File: config.mk
export PLATFORM = sky130hd
export DESIGN_NAME = line_window_buffer
export DESIGN_NICKNAME = d
export VERILOG_FILES = /design/src/rtl/cnn_pkg.sv /design/src/rtl/line_buffer.sv /design/src/rtl/line_window_buffer.sv
export SDC_FILE = /design/constraint.sdc
export NUM_CORES = 1
export LEC_CHECK = 0
export BUFFER_PORTS_ARGS = -buffer_cell sky130_fd_sc_hd__buf_2
export CORE_ASPECT_RATIO = 1.75
export CORE_MARGIN = 4
export CORE_UTILIZATION = 29
export CTS_CLUSTER_SIZE = 30
export DETAILED_ROUTE_END_ITERATION = 10
export HOLD_SLACK_MARGIN = 0.08
export MAX_ROUTING_LAYER = met4
export PLACE_DENSITY = 0.47
export RECOVER_POWER = 100
export SYNTH_ARGS = -nofsm -noshare
export SYNTH_HDL_FRONTEND = slang
export SYNTH_SLANG_ARGS = --single-unit
export TNS_END_PERCENT = 1
File: constraint.sdc
create_clock -name clk_i -period 3.85 [get_ports clk_i]
set_clock_uncertainty 0.2 [all_clocks]
set_input_delay 0.77 -clock clk_i [delete_from_list [all_inputs] [get_ports clk_i]]
set_output_delay 0.77 -clock clk_i [all_outputs]
set_load 0.01 [all_outputs]
File: src/rtl/cnn_pkg.sv
// Shared types and constants for the CNN front end.
// Provides the pixel and 3x3 window types used by the window generator and the
// convolution stage that consumes its output.
package cnn_pkg;

  localparam int unsigned PIXEL_WIDTH = 8;
  localparam int unsigned KERNEL_SIZE = 3;

  typedef logic [PIXEL_WIDTH-1:0] pixel_t;

  // [r][c]: r=0 is the oldest (top) row, c=0 the oldest (leftmost) column.
  typedef pixel_t [KERNEL_SIZE-1:0][KERNEL_SIZE-1:0] window_t;

endpackage

File: src/rtl/line_buffer.sv
// Single-port row buffer, RAM-inferable.
// Ports:
//   clk_i   - clock
//   en_i    - write enable; wdata_i is stored at addr_i on the rising edge
//   addr_i  - read/write address
//   wdata_i - write data
//   rdata_o - combinational read of mem[addr_i] (pre-write contents)
module line_buffer #(
  parameter int unsigned DEPTH = 28,
  parameter int unsigned WIDTH = 8
) (
  input  logic                     clk_i,
  input  logic                     en_i,
  input  logic [$clog2(DEPTH)-1:0] addr_i,
  input  logic [WIDTH-1:0]         wdata_i,
  output logic [WIDTH-1:0]         rdata_o
);

  // Contents are deliberately not reset.
  logic [WIDTH-1:0] mem_q [DEPTH];

  always_ff @(posedge clk_i) begin
    if (en_i) begin
      mem_q[addr_i] <= wdata_i;
    end
  end

  assign rdata_o = mem_q[addr_i];

endmodule

File: src/rtl/line_window_buffer.sv
// Streaming 3x3 window generator feeding the convolution stage.
// Buffers the two previous rows of a raster-order pixel stream and emits every
// unpadded 3x3 neighbourhood, one cycle after the pixel that completes it.
// Ports:
//   clk_i          - clock, rising edge
//   rst_i          - synchronous active-high reset
//   pixel_i        - incoming pixel, raster order
//   pixel_valid_i  - pixel_i valid this cycle (no back-pressure)
//   sof_i          - start of frame, qualified by pixel_valid_i
//   window_o       - 3x3 window, [r][c], r=0 top row, c=0 leftmost column
//   window_valid_o - window_o valid this cycle
//   frame_done_o   - pulses with the last window of a frame
module line_window_buffer
  import cnn_pkg::*;
#(
  parameter int unsigned IMG_WIDTH   = 28,
  parameter int unsigned IMG_HEIGHT  = 28,
  parameter int unsigned PIXEL_WIDTH = cnn_pkg::PIXEL_WIDTH
) (
  input  logic                                                    clk_i,
  input  logic                                                    rst_i,
  input  logic [PIXEL_WIDTH-1:0]                                  pixel_i,
  input  logic                                                    pixel_valid_i,
  input  logic                                                    sof_i,
  output logic [KERNEL_SIZE-1:0][KERNEL_SIZE-1:0][PIXEL_WIDTH-1:0] window_o,
  output logic                                                    window_valid_o,
  output logic                                                    frame_done_o
);

  localparam int unsigned ColW = $clog2(IMG_WIDTH);
  localparam int unsigned RowW = $clog2(IMG_HEIGHT);

  typedef logic [ColW-1:0] col_t;
  typedef logic [RowW-1:0] row_t;
  typedef logic [KERNEL_SIZE-1:0][KERNEL_SIZE-1:0][PIXEL_WIDTH-1:0] win_t;

  localparam col_t ColLast     = col_t'(IMG_WIDTH - 1);
  localparam row_t RowLast     = row_t'(IMG_HEIGHT - 1);
  localparam col_t FirstWinCol = col_t'(KERNEL_SIZE - 1);
  localparam row_t FirstWinRow = row_t'(KERNEL_SIZE - 1);

  col_t col_q, col_d, cur_col;
  row_t row_q, row_d, cur_row;
  win_t win_q, win_d;
  logic valid_q, valid_d;
  logic done_q, done_d;
  logic accept;

  logic [PIXEL_WIDTH-1:0] line1_rd, line2_rd;

  assign accept = pixel_valid_i & ~rst_i;

  // Position of the current pixel; sof forces (0,0) regardless of the counters.
  always_comb begin
    cur_col = sof_i ? '0 : col_q;
    cur_row = sof_i ? '0 : row_q;
  end

  always_comb begin
    col_d = col_q;
    row_d = row_q;
    if (pixel_valid_i) begin
      if (cur_col == ColLast) begin
        col_d = '0;
        row_d = (cur_row == RowLast) ? '0 : cur_row + row_t'(1);
      end else begin
        col_d = cur_col + col_t'(1);
        row_d = cur_row;
      end
    end
  end

  // line1 holds row-1, line2 holds row-2; line1's old word cascades into line2.
  line_buffer #(
    .DEPTH (IMG_WIDTH),
    .WIDTH (PIXEL_WIDTH)
  ) u_line1 (
    .clk_i   (clk_i),
    .en_i    (accept),
    .addr_i  (cur_col),
    .wdata_i (pixel_i),
    .rdata_o (line1_rd)
  );

  line_buffer #(
    .DEPTH (IMG_WIDTH),
    .WIDTH (PIXEL_WIDTH)
  ) u_line2 (
    .clk_i   (clk_i),
    .en_i    (accept),
    .addr_i  (cur_col),
    .wdata_i (line1_rd),
    .rdata_o (line2_rd)
  );

  // Columns shift toward c=0; the new column enters at c=KERNEL_SIZE-1. The shift
  // also happens for edge pixels so the first window of a row is row-local.
  always_comb begin
    win_d = win_q;
    if (pixel_valid_i) begin
      for (int r = 0; r < KERNEL_SIZE; r++) begin
        for (int c = 0; c < KERNEL_SIZE - 1; c++) begin
          win_d[r][c] = win_q[r][c+1];
        end
      end
      win_d[0][KERNEL_SIZE-1] = line2_rd;
      win_d[1][KERNEL_SIZE-1] = line1_rd;
      win_d[2][KERNEL_SIZE-1] = pixel_i;
    end
  end

  always_comb begin
    valid_d = pixel_valid_i && (cur_row >= FirstWinRow) && (cur_col >= FirstWinCol);
    done_d  = valid_d && (cur_row == RowLast) && (cur_col == ColLast);
  end

  always_ff @(posedge clk_i) begin
    if (rst_i) begin
      col_q   <= '0;
      row_q   <= '0;
      win_q   <= '0;
      valid_q <= 1'b0;
      done_q  <= 1'b0;
    end else begin
      col_q   <= col_d;
      row_q   <= row_d;
      win_q   <= win_d;
      valid_q <= valid_d;
      done_q  <= done_d;
    end
  end

  assign window_o       = win_q;
  assign window_valid_o = valid_q;
  assign frame_done_o   = done_q;

endmodule

==> flow_metrics.py, run 1 <==
metrics = {
    "status": {
        "outcome": "finished with violations",
        "violations": "capacitance limit, slew limit",
    },
    "logic_synthesis": {
        "syn_area_per_cell_um2": 14.5,
        "mappedNetlistArea_mm2": 0.0210,
        "yosysTopAreaCell": "edfxtp_1",
        "ys_types": 51,
        "async_flop_share": 0,
        "synth-seq-cells": 532,
        "syn_nets": 1459,
        "synth_warnings": 0,
        "ys_seq_area_frac": 0.722,
        "netlist.area_leader.share": 0.642,
        "synth_edf_count": 448,
        "syn_inst": 1443,
        "synth_area_leaders": "edfxtp_1 (64%), dfxtp_1 (8.0%), mux2i_1 (7.3%)",
        "ys.flop_type": "edfxtp_1",
    },
    "global_route": {
        "grt_pass1_wl_mm": 85.7,
        "grt_antenna_before_repair": 1,
        "grt_max_degree": 83,
        "grt.total_usage": 0.155,
        "grt_pass1_vias": 12400,
        "overflow": 0,
    },
    "worst_hold_path": {
        "holdPathEnd": "window_o[5]",
        "hp-class": "register to register",
        "holdPathStages": 2,
        "hold_start": "window_o[5]",
    },
    "setup_path": {
        "slowest_stage": "clkbuf_1",
        "crit_type": "register to register",
        "critical_path_arrival_ps": 3480,
        "crit_chain": "clkbuf_2 > nand2_1 > nor2_1 > clkbuf_1",
        "reg2reg_to": "u_line2.mem_q[22][3]",
        "reg2reg_depth": 4,
        "reg2reg_setup_slack_ps": 360,
        "path_max_fanout": 29,
        "max_stage_delay_ps": 850,
        "crit_start": "col_q[2]",
        "start_kind": "register",
        "cp-end-kind": "register",
        "r2r-start": "col_q[2]",
        "crit_required_ps": 3840,
    },
    "routing": {
        "drt-initial-drc-count": 862,
        "drt-vias-per-instance": 5.03,
        "drcViolationCount": 0,
        "antenna_left": 0,
        "first_pass_iters": 5,
        "wl_per_cell_um": 23.7,
        "routed_wl_mm": 59.4,
        "vias": 12600,
    },
    "cells_and_area": {
        "mostFrequentLayoutCells": "edfxtp_1 (448), mux2i_1 (152), nand2_1 (126)",
        "final_area_mm2": 0.0239,
        "fin_util": 0.334,
        "layout.nets": 1571,
        "drive_above_1_share": 0.0870,
        "final_common_cell": "edfxtp_1",
        "syn_to_final_growth_pct": 14.2,
    },
    "clock_tree": {
        "clk_pin_slew_ps": 70,
        "clk_latency_ps": 580,
        "numCtsBuffers": 46,
        "cts_hold_buffers": 0,
        "htree_levels": 2,
        "clock_path_buffers": 3,
        "cts_sinks": 532,
        "cts_tree": "yes",
        "cts_resized": 0,
        "cts_root_buf": "clkbuf_16",
        "postCtsSetupRepairBufs": 0,
    },
    "place": {
        "dp.final_hpwl_mm": 39.1,
        "place_area_mm2": 0.0228,
        "pre_cts_slack_ps": 367,
        "io_buffers": 85,
        "gp_congestion": 0.803,
    },
    "floorplan": {
        "chipHeight_um": 364,
        "die_x_um": 211,
        "core_mm2": 0.0717,
        "initial_core_util": 0.292,
        "num_rows": 130,
        "ioPinCount": 86,
        "dieArea_mm2": 0.0768,
    },
    "sta": {
        "fin_ws_ps": 361,
        "rsz0062_at_grt": "false",
        "worstMarginPinSlew_ps": 1940,
        "finalCriticalPeriod_ps": 3490,
        "slew_headroom": -0.293,
        "hold_violations": 0,
        "maxSlewViolCount": 357,
        "finalSetupViolCount": 0,
        "fin_setup_tns_ps": 0,
        "fmax_ghz": 0.287,
        "fin_crit_sh": 0.906,
    },
    "power_and_ir_drop": {
        "p_leak_nw": 7.67,
        "p_total_mw": 11.4,
        "power_density_mw_per_mm2": 477,
        "vdd_drop_max_mv": 0.288,
    },
    "job": {
        "drv_cap": 11,
    },
}
layer usage:
| metal | part of all wire | wire length, um | GRT usage | vias to the layer above |
|---|---|---|---|---|
| met5 | 0 | 0 | - | - |
| met4 | 0.033 | 1950 | 0.0510 | 0 |
| met3 | 0.038 | 2260 | 0.0141 | 101 |
| met2 | 0.55 | 32500 | 0.291 | 349 |
| met1 | 0.38 | 22700 | 0.170 | 6426 |
| li1 | - | - | - | 5771 |
kinds of logic after synthesis:
| family | Yosys count | synth area share |
|---|---|---|
| compound gates | 285 | 0.0985 |
| fa+ha+maj | 4 | 0.00239 |
| buf+inv | 105 | 0.0216 |
| flops | 532 | 0.722 |
| mux | 158 | 0.0758 |
| simple gates | 359 | 0.0794 |
flip-flops by register name, indices dropped and copies added, names as in the netlist:
| name | flops |
|---|---|
| window_o | 72 |
| col_q | 5 |
| window_valid_o | 1 |
| u_line2.mem_q | 224 |
| u_line1.mem_q | 224 |
| frame_done_o | 1 |
| row_q | 5 |
through the flow:
step | hold slack, ps | std cells
after floorplan | 259 | 1443
after global placement | 268 | 2431
after detailed placement | 276 | 2431
after CTS | 295 | 2511
after global routing | 323 | 2511
final | 296 | 2512
how the worst max path moves through the flow:
stage | end
finish | u_line2.mem_q[22][3]
global route | u_line2.mem_q[23][2]
CTS | u_line2.mem_q[2][5]
detailed placement | u_line2.mem_q[21][1]
global placement | u_line2.mem_q[10][1]
floorplan | u_line1.mem_q[25][0]
Yosys cell counts, types with 26 or more instances:
library cell / n
a211oi_1: 52
a21oi_1: 45
a221oi_1: 26
a311oi_1: 28
buf_2: 34
clkbuf_1: 43
dfxtp_1: 84
edfxtp_1: 448
mux2i_1: 152
nand2_1: 126
nor2_1: 110
nor2b_1: 49
o21ai_0: 31
final cells by class:
class,count,area [um2]
Timing Repair Buffer,164,846
Fill cell,7047,47800
Clock buffer,56,1230
Tap cell,924,1160
Sequential cell,532,15100
Clock inverter,24,149
Multi-Input combinational cell,806,5380
Antenna cell,1,2.50
Inverter,5,18.8
critical path: cells and delay by family (launching register included):
family	cells	cell delay, ps
buf+inv	2	1530
simple gates	2	950
flops	1	400
power by group:
| part | internal [mW] | leakage, nW | switching (mW) |
|---|---|---|---|
| clock network | 2.35 | 0.668 | 2.05 |
| logic | 0.194 | 2.28 | 0.441 |
| registers | 6.32 | 4.72 | 0.0601 |
Power figures use the tool's default switching activity.
==> run 2, diff against run 1 <==
--- a/config.mk
+++ b/config.mk
@@ -6,14 +6,13 @@
 export NUM_CORES = 1
 export LEC_CHECK = 0
 export BUFFER_PORTS_ARGS = -buffer_cell sky130_fd_sc_hd__buf_2
-export CORE_ASPECT_RATIO = 1.75
 export CORE_MARGIN = 4
-export CORE_UTILIZATION = 29
+export CORE_UTILIZATION = 55
 export CTS_CLUSTER_SIZE = 30
 export DETAILED_ROUTE_END_ITERATION = 10
 export HOLD_SLACK_MARGIN = 0.08
 export MAX_ROUTING_LAYER = met4
-export PLACE_DENSITY = 0.47
+export PLACE_DENSITY = 0.77
 export RECOVER_POWER = 100
 export SYNTH_ARGS = -nofsm -noshare
 export SYNTH_HDL_FRONTEND = slang
==> run 2 against run 1 <==
  * The run still ends with capacitance limit, slew limit left
  * Global-route usage rose by 9.1 points
  * Sequential cell count unchanged
  * Routed wire length fell by 15%
  * Total power rose by 3.3%
  * Utilization grew 29 points
  * Die area is 46% lower
  * Sequential power about the same
  * Maximum frequency increased by 1.3%
  * Count of clock-buffer cells in the layout is 21 higher
  * Combinational power decreased by 3%
  * Final area down 1.5%
  * Critical path type unchanged
  * Critical endpoint is now window_o[20]
==> flow_metrics.py, run 2 (synthesized netlist as in run 1, its figures left out) <==
metrics = {
    "status": {
        "outcome": "finished with violations",
        "violations": "capacitance limit, slew limit",
    },
    "cells_and_area": {
        "final_area_mm2": 0.0236,
        "finalNonFillerCells": 2111,
        "diodes": 0,
        "mostFrequentLayoutCells": "edfxtp_1 (448), mux2i_1 (152), clkbuf_1 (135)",
        "fillers": 2819,
        "drive_above_1_share": 0.0844,
        "syn_to_final_growth_pct": 12.5,
        "final_common_cell": "edfxtp_1",
        "layout.nets": 1579,
    },
    "setup_path": {
        "max_stage_delay_ps": 780,
        "start_kind": "register",
        "slowest_stage": "nor3_1",
        "crit_chain": "nor2b_2 > inv_1 > buf_12 > a211oi_1 > a311oi_1 > nor3_1 > a311oi_1",
        "reg2reg_setup_slack_ps": 410,
        "crit_required_ps": 4060,
        "crit_top_cell": "a311oi_1",
        "r2r-start": "col_q[1]",
        "critical_path_arrival_ps": 3650,
        "crit_type": "register to register",
        "reg2reg_depth": 7,
        "path_max_fanout": 50,
        "reg2reg_to": "window_o[20]",
        "cp-end-kind": "register",
    },
    "sta": {
        "slew_headroom": -0.196,
        "fin_crit_sh": 0.894,
        "finalCriticalPeriod_ps": 3440,
        "fin_ws_ps": 407,
        "fin_setup_tns_ps": 0,
        "worstMarginPinSlew_ps": 1790,
        "fmax_ghz": 0.290,
        "rsz0062_at_grt": "false",
        "finalSetupViolCount": 0,
        "maxSlewViolCount": 147,
        "hold_violations": 0,
    },
    "place": {
        "dp.final_hpwl_mm": 31.4,
        "place_area_mm2": 0.0223,
        "gp_congestion": 0.876,
        "dp.cells": 2021,
        "io_buffers": 85,
        "pre_cts_slack_ps": 434,
    },
    "routing": {
        "drcViolationCount": 0,
        "wl_per_cell_um": 23.8,
        "wl_met2_mm": 23.9,
        "drt-initial-drc-count": 1766,
        "antenna_left": 0,
        "routed_wl_mm": 50.3,
        "met1_length_mm": 20.2,
        "dr.max_layer_used": "met4",
        "drt-vias-per-instance": 6.15,
        "first_pass_iters": 7,
        "dr_wl_met3_mm": 4.81,
        "vias": 13000,
    },
    "clock_tree": {
        "numCtsBuffers": 51,
        "cts_tree": "yes",
        "htree_levels": 2,
        "cts_hold_buffers": 0,
        "clk_pin_slew_ps": 60,
        "cts_root_buf": "clkbuf_16",
        "clk_latency_ps": 570,
        "clock_path_buffers": 3,
        "postCtsSetupRepairBufs": 0,
        "cts_sinks": 532,
        "cts_resized": 0,
    },
    "global_route": {
        "grt_max_degree": 84,
        "grt_pass1_vias": 12600,
        "grt.total_usage": 0.245,
        "grt_pass1_wl_mm": 75.8,
        "overflow": 0,
        "grt_antenna_before_repair": 0,
    },
    "floorplan": {
        "dieArea_mm2": 0.0413,
        "die_x_um": 203,
        "initial_core_util": 0.556,
        "chipHeight_um": 203,
        "ioPinCount": 86,
        "core_mm2": 0.0377,
        "num_rows": 71,
    },
    "worst_hold_path": {
        "hold_start": "window_o[1]",
        "holdPathStages": 2,
        "holdPathEnd": "window_o[1]",
        "hp-class": "register to register",
    },
    "job": {
        "drv_cap": 5,
    },
    "power_and_ir_drop": {
        "vdd_drop_max_mv": 0.327,
        "p_leak_nw": 7.75,
        "power_density_mw_per_mm2": 500,
    },
}
-- run 2: changes by cell type in the layout (fill, tap and decap cells not counted), moves of 3 or more --
cell        previous run  this run
clkbuf_1             117       135
clkbuf_8               0         9
clkbuf_2              18        11
buf_12                 6         1
buf_4                 29        34
clkbuf_16             48        53
clkinv_1              11         7
clkinv_2               6         3
clkinvlp_4             4         1
-- run 2: layout make-up --
class                   count  area [um2]  area share
clock inverters            13         109     0.00462
clock buffers              77        1510      0.0640
well taps                 511         639      0.0271
flip-flops and latches    532       15100       0.642
repair buffers            167         785      0.0333
multi-input cells         806        5370       0.228
inverters                   5        18.8    0.000796
-- run 2: worst max-delay path, delay by kind of cell, from the launching register on --
family / cells / cell delay [ps]
simple gates: 2 / 1060
buf+inv: 2 / 840
compound gates: 3 / 590
flops: 1 / 550
-- run 2: power by group --
group | switching [mW] | total, mW | internal [mW] | leakage, nW
sequential | 0.0544 | 6.38 | 6.32 | 4.72
combinational | 0.428 | 0.617 | 0.190 | 2.24
clock | 1.98 | 4.80 | 2.81 | 0.790
total | 2.46 | 11.8 | 9.33 | 7.75
-- run 2: metrics by stage --
stage | hold slack, ps | power, mW | utilization
3_5_place_dp | 275 | 7.12 | 0.591
2_1_floorplan | 259 | 6.86 | -
5_1_grt | 324 | 12.2 | 0.626
6_report | 292 | 11.8 | 0.626
3_3_place_gp | 267 | 7.10 | 0.591
4_1_cts | 291 | 11.8 | 0.634
-- run 2: worst max-delay path by stage --
stage / startpoint / end / slack [ps] / cells after the start
6_report: col_q[1] / window_o[20] / 410 / 7
5_1_grt: sof_i / u_line2.mem_q[20][1] / 280 / 9
4_1_cts: col_q[0] / u_line2.mem_q[12][5] / 670 / 6
3_5_place_dp: sof_i / u_line2.mem_q[14][4] / 430 / 8
3_3_place_gp: sof_i / u_line2.mem_q[14][5] / 500 / 9
2_1_floorplan: sof_i / u_line1.mem_q[25][0] / 210 / 8
-- run 2: layer usage --
layer,GRT usage,up-vias
met4,0.0732,0
li1,-,5785
met5,-,-
met1,0.331,6401
met2,0.384,706
met3,0.0502,101
==> run 3, diff against run 2 <==
--- a/config.mk
+++ b/config.mk
@@ -6,13 +6,14 @@
 export NUM_CORES = 1
 export LEC_CHECK = 0
 export BUFFER_PORTS_ARGS = -buffer_cell sky130_fd_sc_hd__buf_2
+export CAP_MARGIN = 20
 export CORE_MARGIN = 4
-export CORE_UTILIZATION = 55
+export CORE_UTILIZATION = 40
 export CTS_CLUSTER_SIZE = 30
 export DETAILED_ROUTE_END_ITERATION = 10
 export HOLD_SLACK_MARGIN = 0.08
 export MAX_ROUTING_LAYER = met4
-export PLACE_DENSITY = 0.77
+export PLACE_DENSITY = 0.58
 export RECOVER_POWER = 100
 export SYNTH_ARGS = -nofsm -noshare
 export SYNTH_HDL_FRONTEND = slang
==> constraint.sdc (replaced) <==
create_clock -name clk_i -period 3.65 [get_ports clk_i]
set_clock_uncertainty 0.2 [all_clocks]
set_input_delay 0.73 -clock clk_i [delete_from_list [all_inputs] [get_ports clk_i]]
set_output_delay 0.73 -clock clk_i [all_outputs]
set_load 0.01 [all_outputs]
==> run 3 against run 2 <==
  * The flow still finishes with violations (capacitance limit, slew limit)
  * Utilization fell by 16 points
  * Sequential cell count unchanged
  * Critical path depth shrank 1
  * Critical endpoint is now u_line2.mem_q[14][6]
  * Largest cell class unchanged
  * Largest power group unchanged
  * Highest routed layer unchanged
==> flow_metrics.py, run 3 (synthesized netlist as in run 1, its figures left out) <==
metrics = {
    "cells_and_area": {
        "regArea_mm2": 0.0151,
        "drive_above_1_share": 0.105,
        "mostFrequentLayoutCells": "edfxtp_1 (448), mux2i_1 (152), nand2_1 (126)",
        "fin_util": 0.468,
        "fillers": 4517,
        "syn_to_final_growth_pct": 15.2,
        "multi_input_area_mm2": 0.00539,
        "diodes": 0,
        "layout.nets": 1584,
        "final_common_cell": "edfxtp_1",
    },
    "global_route": {
        "grt.total_usage": 0.192,
        "grt_pass1_wl_mm": 79.9,
        "grt_antenna_before_repair": 1,
        "grt_max_degree": 83,
        "grt_pass1_vias": 12200,
        "overflow": 0,
    },
    "floorplan": {
        "initial_core_util": 0.406,
        "num_rows": 83,
        "ioPinCount": 86,
        "dieArea_mm2": 0.0561,
        "chipHeight_um": 237,
        "die_x_um": 237,
        "core_mm2": 0.0516,
    },
    "power_and_ir_drop": {
        "p_clk_frac": 0.434,
        "power_density_mw_per_mm2": 542,
        "p_int_mw": 10.3,
        "switching_share": 0.215,
        "p_total_mw": 13.1,
        "combPwrFrac": 0.051,
        "switchingPower_mw": 2.81,
        "p_leak_nw": 7.97,
        "vdd_drop_max_mv": 0.327,
        "seq_power_share": 0.515,
    },
    "routing": {
        "dr_wl_met3_mm": 3.64,
        "drt-vias-per-instance": 5.57,
        "drcViolationCount": 0,
        "met1_length_mm": 24.8,
        "routed_wl_mm": 54.5,
        "wl_per_cell_um": 23.7,
        "dr.max_layer_used": "met4",
        "vias": 12800,
        "drt-initial-drc-count": 1187,
        "antenna_left": 0,
        "first_pass_iters": 5,
        "wl_met2_mm": 24.8,
    },
    "sta": {
        "fmax_ghz": 0.294,
        "fin_ws_ps": 244,
        "fin_setup_tns_ps": 0,
        "finalCriticalPeriod_ps": 3410,
        "hold_violations": 0,
        "maxSlewViolCount": 293,
        "finalSetupViolCount": 0,
        "fin_crit_sh": 0.933,
        "fin_hold_ws_ps": 290,
        "slew_headroom": -0.208,
        "worstMarginPinSlew_ps": 1810,
        "rsz0062_at_grt": "false",
    },
    "setup_path": {
        "crit_type": "register to register",
        "crit_required_ps": 3670,
        "path_max_fanout": 14,
        "cp-end-kind": "register",
        "critical_path_arrival_ps": 3420,
        "start_kind": "register",
    },
    "place": {
        "pre_cts_slack_ps": 327,
        "io_buffers": 85,
        "gp_congestion": 0.888,
        "dp.final_hpwl_mm": 33.8,
    },
    "clock_tree": {
        "numCtsBuffers": 55,
        "clk_latency_ps": 600,
        "cts_root_buf": "clkbuf_16",
        "cts_sinks": 532,
        "cts_resized": 0,
        "clk_pin_slew_ps": 60,
        "postCtsSetupRepairBufs": 0,
        "htree_levels": 2,
        "cts_tree": "yes",
        "clock_path_buffers": 3,
        "cts_hold_buffers": 0,
    },
    "status": {
        "outcome": "finished with violations",
        "violations": "capacitance limit, slew limit",
    },
    "worst_hold_path": {
        "hp-class": "register to register",
    },
    "job": {
        "drv_cap": 8,
    },
}
==> run 3: changes by cell type in the layout (fill, tap and decap cells not counted), sizes merged <==
cell    before  now
buf         36   39
bufinv       2    4
clkbuf     208  210
clkinv      10   17
==> run 3: metal layers <==
layer,vias up,global-route usage
met2,476,0.295
met3,78,0.0317
met1,6424,0.272
li1,5805,-
met4,0,0.0451
met5,-,-
==> run 3: layout make-up <==
cell class                      count  area share
Timing Repair Buffer              168      0.0369
Clock inverter                     22     0.00855
Clock buffer                       81      0.0681
Inverter                            5    0.000777
Sequential cell                   532       0.627
Multi-Input combinational cell    806       0.223
Tap cell                          680      0.0352
==> run 3: power by group through the flow <==
stage,sequential [mW],combinational [mW],clock [mW]
after global routing,6.74,0.723,6.02
after global placement,6.86,0.679,0
after CTS,6.73,0.691,5.79
after detailed placement,6.86,0.690,0
final,6.74,0.668,5.67
after floorplan,6.84,0.396,0
==> run 3: critical path, cell delays in order, from the launching register on <==
cell,delay (ps)
dfxtp_2,610
nor2b_4,440
clkbuf_1,450
ha_1,260
nand2_1,230
nor2_1,260
clkbuf_1,570
==> run 3: path summary, 6_finish.rpt <==
path,start,end,slack [ps],depth (start not counted)
max reg2reg,col_q[1],u_line2.mem_q[14][6],240,6
max,col_q[1],u_line2.mem_q[14][6],240,6
min,window_o[50],window_o[50],290,2
min reg2reg,window_o[50],window_o[50],290,2
==> run 3: metrics by stage <==
step / instances / instance area, um2
finish: 2294 / 24100
global route: 2294 / 24100
CTS: 2294 / 24400
detailed placement: 2191 / 22600
global placement: 2191 / 22600
floorplan: 1443 / 21000
